==> src/rtl/pe_issue_ctrl_if.sv <==
// Issue-controller bus: start/done handshake, instruction memory, data memory and ALU ports.
// master = the issue controller, slave = the surrounding PE (memories, ALU, CGRA top control).
interface pe_issue_ctrl_if #(
    parameter int DWIDTH = 32,
    parameter int DAW    = 8,
    parameter int IAW    = 10,
    parameter int INST_W = 4 + 4 * DAW + 1
);
    logic              Start;
    logic [IAW:0]      Inst_Count;
    logic              Busy;
    logic              Done;
    logic              Inst_Rd_En;
    logic [IAW-1:0]    Inst_Addr;
    logic [INST_W-1:0] Inst_Data;
    logic              Rd_En;
    logic [DAW-1:0]    Rd_Addr0, Rd_Addr1, Rd_Addr2;
    logic [DWIDTH-1:0] Rd_Data0, Rd_Data1, Rd_Data2;
    logic [3:0]        OP_Sel;
    logic [DWIDTH-1:0] Alu_In0, Alu_In1, Alu_In2;
    logic [DWIDTH-1:0] Alu_Out;
    logic              Wr_En;
    logic [DAW-1:0]    Wr_Addr;
    logic [DWIDTH-1:0] Wr_Data;

    modport master (
        input  Start, Inst_Count, Inst_Data, Rd_Data0, Rd_Data1, Rd_Data2, Alu_Out,
        output Busy, Done, Inst_Rd_En, Inst_Addr, Rd_En, Rd_Addr0, Rd_Addr1, Rd_Addr2,
               OP_Sel, Alu_In0, Alu_In1, Alu_In2, Wr_En, Wr_Addr, Wr_Data
    );

    modport slave (
        output Start, Inst_Count, Inst_Data, Rd_Data0, Rd_Data1, Rd_Data2, Alu_Out,
        input  Busy, Done, Inst_Rd_En, Inst_Addr, Rd_En, Rd_Addr0, Rd_Addr1, Rd_Addr2,
               OP_Sel, Alu_In0, Alu_In1, Alu_In2, Wr_En, Wr_Addr, Wr_Data
    );
endinterface

==> src/rtl/pe_issue_ctrl.sv <==
// Static-schedule issue/writeback controller for one CGRA PE.
// One instruction issued per RUN cycle; operands fetched the next cycle, presented to the
// ALU the cycle after, and the result written back a fixed ALU_LAT cycles later.
// vld_pipe bit map: [0] operand read, [1] ALU input, [2..STAGES-1] ALU latency,
// [STAGES-1] result sample point, [STAGES] writeback.
module pe_issue_ctrl #(
    parameter int DWIDTH  = 32,
    parameter int DAW     = 8,
    parameter int IAW     = 10,
    parameter int ALU_LAT = 8
) (
    input  logic           Clk,
    input  logic           Resetn,
    pe_issue_ctrl_if.master bus
);
    localparam int STAGES = ALU_LAT + 2;
    localparam logic [IAW-1:0] PC_INC  = 1;
    localparam logic [IAW:0]   CNT_ONE = 1;

    typedef enum logic [1:0] {IDLE, RUN, DRAIN, DONE} state_e;

    // Field order mirrors the instruction word, MSB first.
    typedef struct packed {
        logic           we;
        logic [DAW-1:0] dst;
        logic [DAW-1:0] src2;
        logic [DAW-1:0] src1;
        logic [DAW-1:0] src0;
        logic [3:0]     op;
    } inst_t;

    state_e                      state_q, state_d;
    logic [IAW-1:0]              pc_q, pc_d;
    logic [IAW:0]                cnt_q, cnt_d;
    logic [STAGES:0]             vld_pipe_q, vld_pipe_d;
    logic [3:0]                  op_q, op_d;
    logic [ALU_LAT:0][DAW-1:0]   dst_pipe_q, dst_pipe_d;
    logic [ALU_LAT:0]            we_pipe_q, we_pipe_d;
    logic                        wb_we_q, wb_we_d;
    logic [DAW-1:0]              wb_addr_q, wb_addr_d;
    logic [DWIDTH-1:0]           wb_data_q, wb_data_d;

    inst_t inst;
    logic  issue;
    logic  last_issue;
    logic  pipe_empty;

    assign inst       = inst_t'(bus.Inst_Data);
    assign issue      = (state_q == RUN);
    assign last_issue = issue && ({1'b0, pc_q} == cnt_q - CNT_ONE);
    // The writeback stage is excluded: a write in flight now completes at this edge,
    // so Done can follow in the very next cycle.
    assign pipe_empty = ~|vld_pipe_q[STAGES-1:0];

    // State and datapath registers; reset aborts any run and drops pending writes.
    always_ff @(posedge Clk or negedge Resetn) begin
        if (!Resetn) begin
            state_q    <= IDLE;
            pc_q       <= '0;
            cnt_q      <= '0;
            vld_pipe_q <= '0;
            op_q       <= '0;
            dst_pipe_q <= '0;
            we_pipe_q  <= '0;
            wb_we_q    <= 1'b0;
            wb_addr_q  <= '0;
            wb_data_q  <= '0;
        end else begin
            state_q    <= state_d;
            pc_q       <= pc_d;
            cnt_q      <= cnt_d;
            vld_pipe_q <= vld_pipe_d;
            op_q       <= op_d;
            dst_pipe_q <= dst_pipe_d;
            we_pipe_q  <= we_pipe_d;
            wb_we_q    <= wb_we_d;
            wb_addr_q  <= wb_addr_d;
            wb_data_q  <= wb_data_d;
        end
    end

    // Next-state: Start only honoured in IDLE; an empty run goes straight to DONE.
    always_comb begin
        state_d = state_q;
        case (state_q)
            IDLE:    if (bus.Start) state_d = (bus.Inst_Count == '0) ? DONE : RUN;
            RUN:     if (last_issue) state_d = DRAIN;
            DRAIN:   if (pipe_empty) state_d = DONE;
            DONE:    state_d = IDLE;
            default: state_d = IDLE;
        endcase
    end

    // FSM outputs.
    always_comb begin
        bus.Busy       = 1'b0;
        bus.Done       = 1'b0;
        bus.Inst_Rd_En = 1'b0;
        case (state_q)
            RUN: begin
                bus.Busy       = 1'b1;
                bus.Inst_Rd_En = 1'b1;
            end
            DRAIN:   bus.Busy = 1'b1;
            DONE:    bus.Done = 1'b1;
            default: ;
        endcase
    end

    // PC/count and the fixed-latency pipeline; no stalls, so everything shifts every cycle.
    always_comb begin
        pc_d  = pc_q;
        cnt_d = cnt_q;
        if (state_q == IDLE && bus.Start) begin
            pc_d  = '0;
            cnt_d = bus.Inst_Count;
        end else if (issue) begin
            pc_d = pc_q + PC_INC;
        end

        vld_pipe_d = {vld_pipe_q[STAGES-1:0], issue};
        op_d       = inst.op;
        dst_pipe_d = {dst_pipe_q[ALU_LAT-1:0], inst.dst};
        we_pipe_d  = {we_pipe_q[ALU_LAT-1:0], inst.we};

        // Result sampled only for valid slots; address/data hold otherwise.
        wb_we_d   = we_pipe_q[ALU_LAT];
        wb_addr_d = wb_addr_q;
        wb_data_d = wb_data_q;
        if (vld_pipe_q[STAGES-1]) begin
            wb_addr_d = dst_pipe_q[ALU_LAT];
            wb_data_d = bus.Alu_Out;
        end
    end

    // Operand read addresses come straight from the fetched word; gated so idle slots read 0.
    always_comb begin
        bus.Inst_Addr = pc_q;
        bus.Rd_En     = vld_pipe_q[0];
        bus.Rd_Addr0  = vld_pipe_q[0] ? inst.src0 : '0;
        bus.Rd_Addr1  = vld_pipe_q[0] ? inst.src1 : '0;
        bus.Rd_Addr2  = vld_pipe_q[0] ? inst.src2 : '0;
        bus.OP_Sel    = vld_pipe_q[1] ? op_q : '0;
        bus.Alu_In0   = vld_pipe_q[1] ? bus.Rd_Data0 : '0;
        bus.Alu_In1   = vld_pipe_q[1] ? bus.Rd_Data1 : '0;
        bus.Alu_In2   = vld_pipe_q[1] ? bus.Rd_Data2 : '0;
        bus.Wr_En     = vld_pipe_q[STAGES] & wb_we_q;
        bus.Wr_Addr   = wb_addr_q;
        bus.Wr_Data   = wb_data_q;
    end
endmodule
==> src/flat_wrapper.sv <==
// flat-port wrapper written by rule: the top's interface ports become plain ports
module pe_issue_ctrl_flat 
#(
    parameter int DWIDTH  = 32,
    parameter int DAW     = 8,
    parameter int IAW     = 10,
    parameter int ALU_LAT = 8
)
  (Clk, Resetn, bus_Start, bus_Inst_Count, bus_Inst_Data, bus_Rd_Data0, bus_Rd_Data1, bus_Rd_Data2, bus_Alu_Out, bus_Busy, bus_Done, bus_Inst_Rd_En, bus_Inst_Addr, bus_Rd_En, bus_Rd_Addr0, bus_Rd_Addr1, bus_Rd_Addr2, bus_OP_Sel, bus_Alu_In0, bus_Alu_In1, bus_Alu_In2, bus_Wr_En, bus_Wr_Addr, bus_Wr_Data);
  pe_issue_ctrl_if #(.DWIDTH(DWIDTH), .DAW(DAW), .IAW(IAW)) bus_i ();
  input  logic Clk;
  input  logic Resetn;
  input wire logic [$bits(bus_i.Start)-1:0] bus_Start;
  input wire logic [$bits(bus_i.Inst_Count)-1:0] bus_Inst_Count;
  input wire logic [$bits(bus_i.Inst_Data)-1:0] bus_Inst_Data;
  input wire logic [$bits(bus_i.Rd_Data0)-1:0] bus_Rd_Data0;
  input wire logic [$bits(bus_i.Rd_Data1)-1:0] bus_Rd_Data1;
  input wire logic [$bits(bus_i.Rd_Data2)-1:0] bus_Rd_Data2;
  input wire logic [$bits(bus_i.Alu_Out)-1:0] bus_Alu_Out;
  output wire logic [$bits(bus_i.Busy)-1:0] bus_Busy;
  output wire logic [$bits(bus_i.Done)-1:0] bus_Done;
  output wire logic [$bits(bus_i.Inst_Rd_En)-1:0] bus_Inst_Rd_En;
  output wire logic [$bits(bus_i.Inst_Addr)-1:0] bus_Inst_Addr;
  output wire logic [$bits(bus_i.Rd_En)-1:0] bus_Rd_En;
  output wire logic [$bits(bus_i.Rd_Addr0)-1:0] bus_Rd_Addr0;
  output wire logic [$bits(bus_i.Rd_Addr1)-1:0] bus_Rd_Addr1;
  output wire logic [$bits(bus_i.Rd_Addr2)-1:0] bus_Rd_Addr2;
  output wire logic [$bits(bus_i.OP_Sel)-1:0] bus_OP_Sel;
  output wire logic [$bits(bus_i.Alu_In0)-1:0] bus_Alu_In0;
  output wire logic [$bits(bus_i.Alu_In1)-1:0] bus_Alu_In1;
  output wire logic [$bits(bus_i.Alu_In2)-1:0] bus_Alu_In2;
  output wire logic [$bits(bus_i.Wr_En)-1:0] bus_Wr_En;
  output wire logic [$bits(bus_i.Wr_Addr)-1:0] bus_Wr_Addr;
  output wire logic [$bits(bus_i.Wr_Data)-1:0] bus_Wr_Data;
  assign bus_i.Start = bus_Start;
  assign bus_i.Inst_Count = bus_Inst_Count;
  assign bus_i.Inst_Data = bus_Inst_Data;
  assign bus_i.Rd_Data0 = bus_Rd_Data0;
  assign bus_i.Rd_Data1 = bus_Rd_Data1;
  assign bus_i.Rd_Data2 = bus_Rd_Data2;
  assign bus_i.Alu_Out = bus_Alu_Out;
  assign bus_Busy = bus_i.Busy;
  assign bus_Done = bus_i.Done;
  assign bus_Inst_Rd_En = bus_i.Inst_Rd_En;
  assign bus_Inst_Addr = bus_i.Inst_Addr;
  assign bus_Rd_En = bus_i.Rd_En;
  assign bus_Rd_Addr0 = bus_i.Rd_Addr0;
  assign bus_Rd_Addr1 = bus_i.Rd_Addr1;
  assign bus_Rd_Addr2 = bus_i.Rd_Addr2;
  assign bus_OP_Sel = bus_i.OP_Sel;
  assign bus_Alu_In0 = bus_i.Alu_In0;
  assign bus_Alu_In1 = bus_i.Alu_In1;
  assign bus_Alu_In2 = bus_i.Alu_In2;
  assign bus_Wr_En = bus_i.Wr_En;
  assign bus_Wr_Addr = bus_i.Wr_Addr;
  assign bus_Wr_Data = bus_i.Wr_Data;
  pe_issue_ctrl #(.DWIDTH(DWIDTH), .DAW(DAW), .IAW(IAW), .ALU_LAT(ALU_LAT)) u_core (.Clk(Clk), .Resetn(Resetn), .bus(bus_i));
endmodule
==> config.mk <==
export PLATFORM = sky130hd
export DESIGN_NAME = pe_issue_ctrl_flat
export DESIGN_NICKNAME = d
export VERILOG_FILES = /design/src/rtl/pe_issue_ctrl_if.sv /design/src/rtl/pe_issue_ctrl.sv /design/src/flat_wrapper.sv
export SDC_FILE = /design/constraint.sdc
export NUM_CORES = 1
export LEC_CHECK = 0
export CORE_ASPECT_RATIO = 0.8
export CORE_MARGIN = 8
export CORE_UTILIZATION = 32
export DETAILED_ROUTE_END_ITERATION = 7
export GPL_TIMING_DRIVEN = 0
export PLACE_DENSITY_LB_ADDON = 0.2
export SYNTH_ARGS = -nofsm -noshare
export SYNTH_HDL_FRONTEND = slang
export SYNTH_SLANG_ARGS = --single-unit
==> constraint.sdc <==
create_clock -name Clk -period 6 [get_ports Clk]
set_input_delay 1.8 -clock Clk [delete_from_list [all_inputs] [get_ports Clk]]
set_output_delay 1.8 -clock Clk [all_outputs]
set_load 0.03 [all_outputs]
* Word-level counts from Yosys, hierarchy flattened *
Cells that the tools add are included.

storage, ports and cells
  register bits = 160

cells by class
  add/subtract/negate cells = 2
  equality and inequality tests = 7
  muxes and demuxes = 17
  bitwise operators = 1
  reductions and logical operators = 8

operators by type and width
  cell                                                 count
  2-to-1 mux 32 bit                                    3
  2-to-1 mux 8 bit                                     3
  2-to-1 mux 10 bit                                    2
  equality test 10 x 11 -> 1 bit                       1
  logical NOT 11 bit                                   1
  subtractor 11 x 1 -> 11 bit, second input constant   1
  adder 10 x 1 -> 10 bit, second input constant        1
  OR reduction 10 bit                                  1
  2-to-1 mux 2 bit                                     4
  one-hot mux 2 bit (4 select lines)                   1
  inequality test 2 bit, second input constant         3
  equality test 2 bit, second input constant           2
  2-to-1 mux 4 bit                                     1
  2-to-1 mux 1 bit                                     3
  AND reduction 3 bit                                  1
  equality test 2 x 1 -> 1 bit, second input constant  1
  logical AND 1 bit                                    2
  logical NOT 2 bit                                    1
  nonzero test 2 bit                                   1
  OR reduction 2 bit                                   1
  AND 1 bit                                            1

* Longest topological paths before layout *
Gate-level depths: netlist of the first run.

  depth in word-level cells = 5
  mapped depth = 8
  mapped depth without buffers = 8

* Least setup slack after synthesis of the first run *
OpenSTA, ideal clock, no wires.

  path type = input to output
  start = in bus_Rd_Data0[0]
  end = out bus_Alu_In0[0]
  data arrival time = 2081 ps
  required time = 4200 ps
  setup slack = 2119 ps
  cell stages on the path = 1
  buffers on the path = 0
  path through = and2_1

between the ends
  word-level cells in the longest chain between the ends = 1

ends and longest elaborated chain
  what               line                  source
  start, declared    flat_wrapper.sv:16    input wire logic [$bits(bus_i.Rd_Data0)-1:0] bus_Rd_Data0;
  2-to-1 mux 32 bit  pe_issue_ctrl.sv:144  bus.Alu_In0 = vld_pipe_q[1] ? bus.Rd_Data0 : '0;
  end, declared      flat_wrapper.sv:29    output wire logic [$bits(bus_i.Alu_In0)-1:0] bus_Alu_In0;

No other way between the ends.

* Worst setup path after layout of the first run *
  start = in bus_Rd_Data1[27]
  end = out bus_Alu_In1[27]

between the ends
  word-level cells in the longest chain between the ends = 1

ends and longest elaborated chain
  what               line                  source
  start, declared    flat_wrapper.sv:17    input wire logic [$bits(bus_i.Rd_Data1)-1:0] bus_Rd_Data1;
  2-to-1 mux 32 bit  pe_issue_ctrl.sv:145  bus.Alu_In1 = vld_pipe_q[1] ? bus.Rd_Data1 : '0;
  end, declared      flat_wrapper.sv:30    output wire logic [$bits(bus_i.Alu_In1)-1:0] bus_Alu_In1;

No other way between the ends.

==> results of run 1 <==
==> Yosys cell counts, types with 5 or more instances <==
cell type / number / area, um^2
a21oi_1: 5 / 25.02
and2_1: 129 / 807.0
clkbuf_1: 17 / 63.81
dfrtp_1: 160 / 4004
ha_1: 7 / 87.58
inv_1: 7 / 26.28
mux2_2: 40 / 450.4
nand2_1: 39 / 146.4
nor2_1: 13 / 48.80
nor3_1: 5 / 25.02
xnor2_1: 6 / 52.55
xor2_1: 12 / 105.1
==> per-stage QoR <==
step / area (um^2) / setup TNS, ns / util, % / setup slack (ns)
4_1_cts: 10720 / 0 / 56.49 / 1.002
3_3_place_gp: 10110 / -528.34 / 53.26 / -3.319
5_1_grt: 10720 / 0 / 56.49 / 0.9786
6_report: 10720 / 0 / 56.49 / 1.009
2_1_floorplan: 6210 / 0 / - / 2.119
3_5_place_dp: 10140 / 0 / 53.43 / 1.002
==> final timing paths <==
check | start | slack, ns | to | cells past startpoint
worst max-delay path | bus_Rd_Data1[27] | 1.01 | bus_Alu_In1[27] | 3
worst min-delay path | u_core.we_pipe_q[8] | 0.35 | u_core.wb_we_q | 0
worst max register to register | u_core.cnt_q[0] | 3.53 | u_core.state_q[1] | 8
worst min register to register | u_core.we_pipe_q[8] | 0.35 | u_core.wb_we_q | 0
max in group asynchronous | Resetn | 3.85 | u_core.bus.Wr_Data[27] | 2
min in group asynchronous | Resetn | 1.25 | u_core.cnt_q[7] | 1
==> power by group through the flow <==
stage          logic (mW)  registers [mW]  clock network, mW
3_5_place_dp         2.50            1.53                  0
2_1_floorplan        1.12            1.80                  0
4_1_cts              2.51            1.51               1.07
3_3_place_gp         2.48            1.53                  0
5_1_grt              2.62            1.55               1.11
6_report             2.47            1.51               1.04
==> metal layers <==
metal  GRT usage (%)  vias to the layer above
li1                -                     2360
met1           21.74                     2268
met2           28.53                      165
met3           4.576                       19
met4           4.484                        0
met5               0                        -
==> final cells by class <==
class | count | area [um^2] | area share (%)
Sequential cell | 160 | 4004 | 37.36
Clock inverter | 13 | 136.4 | 1.272
Inverter | 7 | 26.28 | 0.2452
Multi-Input combinational cell | 303 | 2101 | 19.60
Clock buffer | 19 | 442.9 | 4.133
Tap cell | 258 | 322.8 | 3.012
Timing Repair Buffer | 358 | 3606 | 33.64
Buffer | 21 | 78.83 | 0.7355
==> cells by family after synthesis <==
group / count (synthesis)
xor+xnor: 18
compound gates: 20
buf+inv: 28
mux: 44
flops: 160
fa+ha+maj: 7
simple gates: 214
==> state kept, by name, summed over array words and instances (netlist names) <==
name / count
u_core.dst_pipe_d: 64
u_core.bus.Wr_Data: 32
u_core.cnt_q: 11
u_core.vld_pipe_q: 11
u_core.bus.Inst_Addr: 10
u_core.we_pipe_q: 9
u_core.bus.Wr_Addr: 8
u_core.dst_pipe_q: 8
u_core.op_q: 4
u_core.state_q: 2
u_core.wb_we_q: 1
==> worst max-delay path, stage by stage <==
cell and delay, ns:
clkdlybuf4s50_1 0.45, and2_1 0.20, clkdlybuf4s50_1 0.73
==> summary.txt, run 1 <==
Floorplan
  – Die area: about 0.024 mm^2
  – Io pins: between 300 and 400
  – Width of the chip: 171.7 um
  – Starting Density: 32.73%
  – FP Rows: 45
  – Core ar.: 0.01897 mm^2
  – Chip Height: between 100 and 150 um

STA
  – Final hold slack: around 0.35 ns
  – Slew headroom: ~60%
  – Final period util: 83.19%
  – # setup viols final: 0
  – Fin. max-slew vios: 0
  – RSZ-0062 raised after global routing: no
  – Tmin final: ~5.0 ns
  – Maximum clock frequency: 0.2003 GHz
  – Final Hold Vio Count: 0
  – Clock skew: just under 0.009 ns
  – Slew of the pin with the lowest slew margin: 0.6048 ns

Synth
  – Syn Nets: roughly 680
  – Asr flop ratio synth: 100.0%
  – Synth Area in Adders: 1.410%
  – Post-synth EDFFs: 0
  – Netlist cell types: 38
  – Synth Area in Simple Gates: 19.79%
  – Main synth FF type: dfrtp_1
  – Number of synthesis warnings: 0
  – Xor/xnor share of the synthesized area: 2.539%
  – Synth Register Bits: 160
  – Compound-Gate Fraction of Synth Area: under 10%
  – Main combinational cell family by area after synthesis: simple AND/OR/NAND/NOR gates
  – Syn avg cell area: between 10 and 15 um^2
  – Cells after Synth: between 400 and 500
  – Sequential area share after synthesis: 64.48%
  – Synthesized area: a little over 0.006 mm^2
  – Post-synthesis mux area share: 7.898%

Run status
  – Status: completed

Pwr
  – Combinational cell fraction of total power: 49.3%
  – Total Power: 5.019 mW
  – Power per Cell Area: 468.3 mW/mm^2
  – VDD IR max: approximately 0.16 mV
  – LEAKAGE: 4.504 nW
  – Clock power frac: 20.6%
  – Sw Ratio: 40.48%
  – Sequential power share: 30.1%
  – Cell Int Power: 2.987 mW
  – Psw: 2.032 mW

Setup path
  – Data arrival, critical path: 3.19 ns
  – CP Max Fanout: 1
  – Startpoint types: input port
  – WS Path Type: in -> out
  – CP endpoint kind: primary output
  – Required @ worst endpoint: 4.20 ns

Routing
  – Drt wl/cell: about 19 um
  – Avg Vias per Cell: 4.225
  – Met2 Routed Length: 10640 um
  – Post-route antenna net violation count: 0
  – Wire length on met1: between 9000 and 10000 um
  – DR pass1 iterations: 4
  – Max layer used: met4
  – Drt initial violations: about 230
  – Vias post-DR: 4812
  – DRC Markers: 0
  – Routed WL: about 22000 um
  – DR WL met3: 1518 um

Global route
  – First-pass GRT wire length: roughly 31000 um
  – GRT overflow: 0
  – Initial antenna violation count: 0
  – Number of global-route vias before repair: 4836
  – Global Route Usage Sum: 17.14%
  – Largest net degree at the start of global routing: about 120

CTS
  – CTS Hold Bufs: 0
  – Number of clock sinks: 160
  – H-tree levels: 4
  – Clock transition at path regs: 0.07 ns
  – Total CTS buffers: 17
  – Post-CTS Setup Bufs: 0
  – PostCTS Resize Cnt: 0
  – Clock buffer depth: 2
  – CTS tree: built
  – Clk_lat worst skew: approximately 0.4 ns
  – CTS Root Cell: clkbuf_16

Place
  – Placed Cells: 1107
  – HPWL Detailed: 17690 um
  – GPL Wtd Cong: 0.8717
  – Number of I/O port buffers: approximately 360

Cells and area
  – Layout cells sized above 1: 8.854%
  – Area Overhead vs Synth: 72.60%
  – Leading cell type in the layout, fill and taps excluded: clkdlybuf4s50_1
  – Most frequent cells in the layout: clkdlybuf4s50_1 (356), dfrtp_1 (160), and2_1 (129), mux2_2 (40), nand2_1 (39)
  – Nets: ~1100
  – FILL cells: 1635
  – Finished Layout Cells: ~1100
  – Ant diodes: 0

Run
  – Max-cap violations: 0

Min path
  – HP Class: reg -> reg
Note: power is estimated with default switching activity, not from simulation.
==> run 2: changes to the inputs <==
==> constraint.sdc (replaced) <==
create_clock -name Clk -period 4.9 [get_ports Clk]
set_input_delay 1.47 -clock Clk [delete_from_list [all_inputs] [get_ports Clk]]
set_output_delay 1.47 -clock Clk [all_outputs]
set_load 0.03 [all_outputs]
==> results of run 2 <==
The final DEF is identical to that of run 1. Status: completed.
Among the figures that moved: setup slack after placement 1.002 ns -> 0.5617 ns; setup slack after layout 1.009 ns -> 0.5685 ns; register-to-register setup slack 3.53 ns -> 2.43 ns; total power 5.019 mW -> 6.146 mW; worst IR drop on VDD 0.1637 mV -> 0.2004 mV
==> run 3: changes to the inputs <==
--- a/config.mk
+++ b/config.mk
@@ -8,6 +8,7 @@
 export CORE_ASPECT_RATIO = 0.8
 export CORE_MARGIN = 8
 export CORE_UTILIZATION = 32
+export CTS_BUF_LIST = sky130_fd_sc_hd__clkbuf_2
 export DETAILED_ROUTE_END_ITERATION = 7
 export GPL_TIMING_DRIVEN = 0
 export PLACE_DENSITY_LB_ADDON = 0.2
==> summary.txt, run 3 (synthesized netlist as in run 1, its figures left out) <==
Run
  – Max-cap violations: 0 (unchanged)

CTS
  – PostCTS Resize Cnt: 0 (unchanged)
  – CTS tree: built (unchanged)
  – Clock buffer depth: 2 (unchanged)
  – Clk_lat worst skew: 0.68 ns (was 0.41 ns)
  – CTS Hold Bufs: 0 (unchanged)
  – Number of clock sinks: 160 (unchanged)
  – Total CTS buffers: 17 (unchanged)
  – Post-CTS Setup Bufs: 0 (unchanged)
  – Clock transition at path regs: 0.26 ns (was 0.07 ns)
  – H-tree levels: 4 (unchanged)
  – CTS Root Cell: clkbuf_2 (was clkbuf_16)

Cells and area
  – Layout cells sized above 1: 8.854% (unchanged)
  – Area Overhead vs Synth: 67.10% (was 72.60%)
  – Leading cell type in the layout, fill and taps excluded: clkdlybuf4s50_1 (unchanged)
  – Max FFs per register: 64 (unchanged)
  – Nets: 1054 (unchanged)
  – Fin area: 0.01038 mm^2 (was 0.01072 mm^2)
  – Most frequent cells in the layout: clkdlybuf4s50_1 (356), dfrtp_1 (160), and2_1 (129), mux2_2 (40), nand2_1 (39) (unchanged)
  – Post-layout util: 54.69% (was 56.49%)
  – FILL cells: 1679 (was 1635)

Routing
  – Drt wl/cell: 18.88 um (was 19.04 um)
  – DR WL met3: 1593 um (was 1518 um)
  – DRC Markers: 0 (unchanged)
  – DR pass1 iterations: 4 (unchanged)
  – Avg Vias per Cell: 4.217 (was 4.225)
  – Wire length on met1: 9083 um (was 9221 um)
  – Met2 Routed Length: 10610 um (was 10640 um)
  – Max layer used: met4 (unchanged)
  – Vias post-DR: 4816 (was 4812)
  – Drt initial violations: 235 (was 225)
  – Routed WL: 21570 um (was 21690 um)
  – Post-route antenna net violation count: 0 (unchanged)

Setup path
  – CP Max Fanout: 10 (was 1)
  – Startpoint types: register (was input port)
  – CP endpoint kind: primary output (unchanged)
  – WS Path Type: reg -> out (was in -> out)
  – Required @ worst endpoint: 3.43 ns (about the same)
  – Data arrival, critical path: 2.88 ns (was 2.86 ns)

Pwr
  – Sw Ratio: 43.67% (was 40.48%)
  – Power per Cell Area: 534.6 mW/mm^2 (was 573.4 mW/mm^2)
  – Psw: 2.423 mW (was 2.488 mW)
  – Cell Int Power: 3.125 mW (was 3.658 mW)
  – Sequential power share: 33.2% (was 30.1%)
  – LEAKAGE: 4.362 nW (was 4.504 nW)
  – Combinational cell fraction of total power: 54.6% (was 49.3%)
  – Total Power: 5.548 mW (was 6.146 mW)
  – VDD IR max: 0.1805 mV (was 0.2004 mV)
  – Clock power frac: 12.2% (was 20.6%)

STA
  – # setup viols final: 0 (unchanged)
  – Final Hold Vio Count: 0 (unchanged)
  – Tmin final: 4.350 ns (was 4.331 ns)
  – Final period util: 88.79% (was 88.40%)
  – Final setup TNS: 0 ns (unchanged)
  – Clock skew: 0.04013 ns (was 0.008799 ns)
  – Slew headroom: 58.88% (was 59.68%)
  – Maximum clock frequency: 0.2299 GHz (was 0.2309 GHz)
  – Slew of the pin with the lowest slew margin: 0.6168 ns (was 0.6048 ns)
  – Fin. max-slew vios: 0 (unchanged)
  – RSZ-0062 raised after global routing: no (unchanged)

Global route
  – Number of global-route vias before repair: 4779 (was 4836)
  – First-pass GRT wire length: 30670 um (was 30970 um)
  – Global Route Usage Sum: 16.96% (was 17.14%)
  – Initial antenna violation count: 1 (was 0)
  – Largest net degree at the start of global routing: 122 (unchanged)
  – GRT overflow: 0 (unchanged)

Floorplan
  – Chip Height: 140.6 um (unchanged)
  – Io pins: 358 (unchanged)
  – Core ar.: 0.01897 mm^2 (unchanged)
  – Width of the chip: 171.7 um (unchanged)
  – FP Rows: 45 (unchanged)
  – Die area: 0.02415 mm^2 (unchanged)
  – Starting Density: 32.73% (unchanged)

Place
  – Dpl cell area: 0.01014 mm^2 (unchanged)
  – GPL Wtd Cong: 0.8717 (unchanged)
  – Number of I/O port buffers: 357 (unchanged)
  – HPWL Detailed: 17690 um (unchanged)

Min path
  – HP Class: reg -> reg (unchanged)

Run status
  – Status: completed (unchanged)
==> run 3: cell types whose count changed in the layout (fill, tap and decap cells not counted), sizes merged <==
cell and change:
clkbuf -1, clkinv +1, diode +3
==> run 3: through the flow <==
step	setup slack, ns	instances	hold WS (ns)
3_3_place_gp	-4.089	1106	0.3315
4_1_cts	0.4262	1139	0.3520
3_5_place_dp	0.5617	1107	0.3347
5_1_grt	0.2951	1141	0.3515
2_1_floorplan	1.679	491	0.3312
6_report	0.5495	1142	0.3382
==> run 3: layout make-up <==
class                      count  area, um^2  area share [%]
sequential                   160        4004           38.59
timing repair buffer         358        3606           34.75
multi-input combinational    303        2101           20.25
tap                          258       322.8           3.111
clock inverter                14       140.1           1.351
clock buffer                  18       90.09          0.8682
buffer                        21       78.83          0.7597
inverter                       7       26.28          0.2532
antenna                        3       7.507         0.07235
==> run 3: path summary, 6_finish.rpt <==
path / startpoint / end / slack [ns] / cells past startpoint
max in group asynchronous: Resetn / u_core.bus.Wr_Data[27] / 3.39 / 2
hold / removal: u_core.dst_pipe_d[50] / u_core.dst_pipe_d[58] / 0.34 / 0
hold reg to reg: u_core.dst_pipe_d[50] / u_core.dst_pipe_d[58] / 0.34 / 0
setup / recovery: u_core.vld_pipe_q[1] / bus_Alu_In1[27] / 0.55 / 4
min in group asynchronous: Resetn / u_core.cnt_q[7] / 0.59 / 1
setup reg to reg: u_core.cnt_q[1] / u_core.state_q[1] / 2.42 / 8
==> run 3: critical path, cell delays in order (launching register included) <==
cell and delay (ns):
dfrtp_1 0.42, clkbuf_1 0.40, clkbuf_1 0.38, and2_1 0.28
clkdlybuf4s50_1 0.74
==> run 3: power groups by stage <==
stage	Clock, mW	Combinational [mW]	Sequential (mW)
6_report	0.675	3.03	1.84
5_1_grt	0.765	3.20	1.90
4_1_cts	0.714	3.07	1.85
3_5_place_dp	0	3.06	1.87
3_3_place_gp	0	3.04	1.87
2_1_floorplan	0	1.37	2.20
==> run 3: metal layers <==
layer | track usage (%) | vias up
li1 | - | 2357
met1 | 21.61 | 2278
met2 | 28.24 | 165
met3 | 4.688 | 16
met4 | 3.940 | 0
met5 | 0 | -
